===== src/rtl/spi_poll_master.sv =====
// SPI master with configurable mode, rate, frame length and SS timing.
// Everything runs on CLK; SCLK is a registered output toggled by cycle counters.
// An optional poll timer starts frames without a sndRec request.
module spi_poll_master #(
   parameter int unsigned CLK_DIV     = 750,
   parameter int unsigned NUM_BYTES   = 5,
   parameter bit          CPOL        = 1'b0,
   parameter bit          CPHA        = 1'b0,
   parameter int unsigned SS_SETUP    = 1500,
   parameter int unsigned BYTE_GAP    = 1000,
   parameter int unsigned POLL_PERIOD = 0
) (
   input  logic                   CLK,
   input  logic                   RST,
   input  logic                   sndRec,
   input  logic [8*NUM_BYTES-1:0] DIN,
   input  logic                   MISO,
   output logic                   SS,
   output logic                   SCLK,
   output logic                   MOSI,
   output logic [8*NUM_BYTES-1:0] DOUT,
   output logic                   BUSY,
   output logic                   DONE
);

   localparam int unsigned Width = 8 * NUM_BYTES;
   // SCLK level during each half of a bit
   localparam bit SclkHalfA = CPHA ? ~CPOL : CPOL;
   localparam bit SclkHalfB = ~SclkHalfA;

   typedef enum logic [2:0] {
      StIdle,
      StSetup,
      StXfer,
      StGap,
      StHold,
      StDone
   } state_e;

   state_e             r_state;
   logic [31:0]        r_cnt;
   logic [31:0]        r_byte;
   logic [2:0]         r_bit;
   logic               r_half;
   logic               r_snd;
   logic               r_pend;
   logic [31:0]        r_poll_cnt;
   logic [Width-1:0]   r_tx;
   logic [Width-1:0]   r_rx;
   logic [Width-1:0]   r_dout;
   logic               r_ss;
   logic               r_sclk;
   logic               r_mosi;
   logic               r_busy;
   logic               r_done;

   logic               w_start;
   logic               w_poll_tick;

   assign w_start     = (r_state == StIdle) && (r_snd || r_pend);
   assign w_poll_tick = (POLL_PERIOD != 0) && (r_poll_cnt == POLL_PERIOD - 1);

   assign SS   = r_ss;
   assign SCLK = r_sclk;
   assign MOSI = r_mosi;
   assign DOUT = r_dout;
   assign BUSY = r_busy;
   assign DONE = r_done;

   // Free-running poll timer; expiries while busy collapse into one pending start
   always_ff @(posedge CLK or posedge RST) begin
      if (RST) begin
         r_poll_cnt <= '0;
         r_pend     <= 1'b0;
      end else begin
         if (POLL_PERIOD == 0) begin
            r_poll_cnt <= '0;
         end else if (w_poll_tick) begin
            r_poll_cnt <= '0;
         end else begin
            r_poll_cnt <= r_poll_cnt + 32'd1;
         end
         // a fresh expiry on the start edge re-arms the request
         if (w_poll_tick) begin
            r_pend <= 1'b1;
         end else if (w_start) begin
            r_pend <= 1'b0;
         end
      end
   end

   // Frame sequencer with registered SPI outputs
   always_ff @(posedge CLK or posedge RST) begin
      if (RST) begin
         r_state <= StIdle;
         r_cnt   <= '0;
         r_byte  <= '0;
         r_bit   <= '0;
         r_half  <= 1'b0;
         r_snd   <= 1'b0;
         r_tx    <= '0;
         r_rx    <= '0;
         r_dout  <= '0;
         r_ss    <= 1'b1;
         r_sclk  <= CPOL;
         r_mosi  <= 1'b0;
         r_busy  <= 1'b0;
         r_done  <= 1'b0;
      end else begin
         r_done <= 1'b0;
         // sndRec only counts when the sequencer will be idle on the next edge
         r_snd  <= sndRec && (((r_state == StIdle) && !w_start) || (r_state == StDone));

         unique case (r_state)
            StIdle: begin
               if (w_start) begin
                  r_state <= StSetup;
                  r_ss    <= 1'b0;
                  r_busy  <= 1'b1;
                  r_tx    <= DIN;
                  r_cnt   <= '0;
                  r_byte  <= '0;
               end
            end

            StSetup: begin
               if (r_cnt == SS_SETUP - 1) begin
                  r_state <= StXfer;
                  r_cnt   <= '0;
                  r_bit   <= '0;
                  r_half  <= 1'b0;
                  r_mosi  <= r_tx[Width-1];
                  r_tx    <= {r_tx[Width-2:0], 1'b0};
                  r_sclk  <= SclkHalfA;
               end else begin
                  r_cnt <= r_cnt + 32'd1;
               end
            end

            StXfer: begin
               if (r_cnt == CLK_DIV - 1) begin
                  r_cnt <= '0;
                  if (!r_half) begin
                     // end of half A: sample edge
                     r_half <= 1'b1;
                     r_rx   <= {r_rx[Width-2:0], MISO};
                     r_sclk <= SclkHalfB;
                  end else if (r_bit == 3'd7) begin
                     r_sclk <= CPOL;
                     if (r_byte == NUM_BYTES - 1) begin
                        r_state <= StHold;
                     end else begin
                        r_state <= StGap;
                        r_byte  <= r_byte + 32'd1;
                     end
                  end else begin
                     r_bit  <= r_bit + 3'd1;
                     r_half <= 1'b0;
                     r_mosi <= r_tx[Width-1];
                     r_tx   <= {r_tx[Width-2:0], 1'b0};
                     r_sclk <= SclkHalfA;
                  end
               end else begin
                  r_cnt <= r_cnt + 32'd1;
               end
            end

            StGap: begin
               if (r_cnt == BYTE_GAP - 1) begin
                  r_state <= StXfer;
                  r_cnt   <= '0;
                  r_bit   <= '0;
                  r_half  <= 1'b0;
                  r_mosi  <= r_tx[Width-1];
                  r_tx    <= {r_tx[Width-2:0], 1'b0};
                  r_sclk  <= SclkHalfA;
               end else begin
                  r_cnt <= r_cnt + 32'd1;
               end
            end

            StHold: begin
               if (r_cnt == SS_SETUP - 1) begin
                  r_state <= StDone;
                  r_cnt   <= '0;
                  r_ss    <= 1'b1;
                  r_busy  <= 1'b0;
                  r_done  <= 1'b1;
                  r_dout  <= r_rx;
               end else begin
                  r_cnt <= r_cnt + 32'd1;
               end
            end

            StDone: begin
               r_state <= StIdle;
            end

            default: begin
               r_state <= StIdle;
            end
         endcase
      end
   end

endmodule


===== config.mk =====
export PLATFORM = sky130hd
export DESIGN_NAME = spi_poll_master
export DESIGN_NICKNAME = d
export VERILOG_FILES = /design/src/rtl/spi_poll_master.sv
export SDC_FILE = /design/constraint.sdc
export NUM_CORES = 1
export LEC_CHECK = 0
export CORE_ASPECT_RATIO = 1.4
export CORE_MARGIN = 2
export CORE_UTILIZATION = 30
export DETAILED_ROUTE_END_ITERATION = 8
export DONT_BUFFER_PORTS = 1
export GPL_ROUTABILITY_DRIVEN = 0
export PLACE_DENSITY_LB_ADDON = 0.2
export SLEW_MARGIN = 20
export SYNTH_ARGS = -nofsm -noshare
export SYNTH_HDL_FRONTEND = slang
export SYNTH_SLANG_ARGS = --single-unit

===== constraint.sdc =====
create_clock -name CLK -period 6.1 [get_ports CLK]
set_input_delay 0 -clock CLK [delete_from_list [all_inputs] [get_ports CLK]]
set_output_delay 0 -clock CLK [all_outputs]
set_load 0.05 [all_outputs]

==> qor.yml <==
insertion_delay_ns: 0.45
ios: 89
fin_crit_ns: 3.12
yosysUniqueCellTypes: 53
crit_path_max_incr_delay_ns: 0.48
setup_viol: 0
p_comb_share_pct: 20.8
drtPass1Iterations: 4
grt_overflow: 0
root_buffer: "clkbuf_16"
fin_area_um2: 10800
cts_max_path_buffers: 2
syn_area_per_cell_um2: 11.4
grt_max_degree: 71
seqPwrFrac_pct: 45.4
postRouteAntennaNets: 0
postPlaceCellArea_um2: 9800
max_slew_margin_pct: 20.3
fmax_ghz: 0.320
diodes: 0
status: "finished, final reports clean"
fp.coreArea_um2: 30800
placed_cells: 1180
p_per_area_nw_per_um2: 320
post-route-util_pct: 35.2
power_mw: 3.47
required_ns: 6.43
clock_skew_ns: 0.0104
h-tree-depth: 4
drv_slew: 0
die_h_um: 214
timing.rr.end: "r_tx[29]"
synth_edf_count: 0
io_buffer_count: 0
vias: 6343
r2r_cells: 7
drive_above_1_share_pct: 24.9
cts_num_sinks: 197
synth_top_flop_cell: "dfrtp_1"
hp-class: "in -> async"
synthCells: 827
drc_errors: 0
start_util_pct: 30.6
max_cap_viol_count: 0
cellLeakagePower_nw: 4.78
area_growth_pct: 15.0
rows: 76
crit_top_cell: "nor4_4"
p_int_mw: 2.49
r2r_slack_ns: 2.98
slowest_stage: "or3_1"
die_x_um: 154
cp_cell_sequence: "nor4_4 > nand4_1 > or3_1 > and2_1 > nor4_4 > buf_4 > mux2_2"
rsz0062_at_grt: "false"
dp_hpwl_um: 13800
arrival_ns: 3.45
syn-num-nets: 877
final_cell_count_no_fill: 1255
finish.net_count: 902
antenna_found_initial: 0
cts_tree: "yes"
final.setup.tns_ns: 0
fin_ws_ns: 2.98
post_cts_buffers: 0
tightest_slew_ns: 1.19
fillers: 3098
end_kind: "register"
wl_per_cell_um: 16.4
switchingPower_uw: 983
ys_async_sr_fraction_pct: 100
cts_made_buffers: 17
grt_pass1_vias: 6595
power.share.switching_pct: 28.3
start_kind: "register"
yosysWarnings: 0
hold_violations: 0
timing.rr.start: "r_cnt[28]"
peakVddDrop_v: 0.000204
wl_um: 20600
preCtsSetupSlack_ns: 2.99
grt_pass1_wl_um: 34900
holdWs_ns: 0.102
fp.dieArea_um2: 32800
drtIter0Drc: 343
syn_area_um2: 9420
synth_seq_area_share_pct: 52.4
clkPwrFrac_pct: 33.8
vias_per_cell: 5.05
path_max_fanout: 40
path_clk_slew_ns: 0.07
fin_crit_sh_pct: 51.2
ys_ff_latch: 197
gr-usage-all-layers_pct: 13.1
path_class: "reg -> reg"
cts_resized: 0
==> how the worst max path moves through the flow <==
stage	startpoint	end	slack [ns]	cells after the start
finish	r_cnt[28]	r_tx[29]	2.98	7
global route	r_cnt[11]	r_tx[20]	2.77	7
CTS	r_cnt[28]	r_tx[25]	2.97	7
detailed placement	r_cnt[28]	r_tx[25]	2.99	7
global placement	r_cnt[28]	r_tx[39]	3.05	7
floorplan	RST	BUSY	0.73	1
==> cells by family after synthesis <==
family                   after synthesis  synth area share (%)
AND/OR/NAND/NOR                      278                  16.4
flip-flops                           197                  52.4
multiplexers                         166                  19.8
AO/OA/AOI/OAI                        103                  6.43
buffers and inverters                 61                  2.78
XOR/XNOR                              16                  1.49
adder cells (fa/ha/maj)                6                 0.797
==> registers in the layout, indices dropped and copies added (netlist names), 3 cells and up <==
name	count
r_byte	32
DOUT	40
r_state	3
r_bit	3
r_rx	40
r_cnt	32
r_tx	40
==> worst max-delay path: cells and delay by family (launching register included) <==
| family | cells | cell delay (ns) |
|---|---|---|
| flops | 1 | 0.47 |
| simple gates | 5 | 1.61 |
| mux | 1 | 0.40 |
| buf+inv | 1 | 0.48 |
==> layout make-up <==
cell class | instances | area [um2] | area share [%]
clock buffers | 19 | 433 | 4.00
clock inverters | 13 | 174 | 1.61
inverters | 16 | 67.6 | 0.624
multi-input cells | 569 | 4250 | 39.2
flip-flops and latches | 197 | 4930 | 45.5
well taps | 390 | 488 | 4.50
repair buffers | 51 | 490 | 4.53
==> synthesized netlist by cell type, drive strengths merged, types with 15 or more instances <==
library cell	n	area [um2]
buf	15	88.8
clkbuf	30	113
nand3	29	145
inv	16	60.1
nor3	20	100
dfrtp	196	4900
or3	28	175
nand4	15	93.8
nor2	46	173
o21ai	41	205
mux2	160	1800
nor4	29	254
a21oi	31	155
nand2	58	218
==> placed cells by master (no fill, tap or decap), drive strengths merged, types with 8 or more instances in the layout <==
cell type / instances
a21oi: 31
and3: 14
buf: 8
clkbuf: 19
dfrtp: 196
dlygate4sd3: 43
inv: 19
mux2: 160
nand2: 58
nand3: 29
nand4: 15
nor2: 46
nor3: 20
nor4: 29
o21ai: 41
o31ai: 10
or3: 28
or4: 10
xnor2: 11
==> power by group through the flow <==
stage,combinational (mW),sequential (mW),clock (mW)
2_1_floorplan,0.591,1.56,0
3_3_place_gp,0.696,1.60,0
3_5_place_dp,0.707,1.60,0
4_1_cts,0.732,1.58,1.22
5_1_grt,0.799,1.60,1.27
6_report,0.720,1.58,1.17
==> layer usage <==
| metal | part of all wire (%) | wire length [um] | track usage [%] | up-vias |
|---|---|---|---|---|
| met5 | 0 | 0 | 0 | - |
| met4 | 1.9 | 390 | 4.90 | 0 |
| met3 | 3.8 | 782 | 3.44 | 21 |
| met2 | 52 | 10700 | 22.8 | 90 |
| met1 | 42 | 8750 | 15.6 | 3170 |
| li1 | - | - | - | 3062 |
==> what timing repair did <==
action / in CTS / in global routing
hold endpoints to repair: 110 / 0
hold buffers: 43 / 0
setup endpoints to repair: 0 / 0
(Power assumes the default switching activity.)
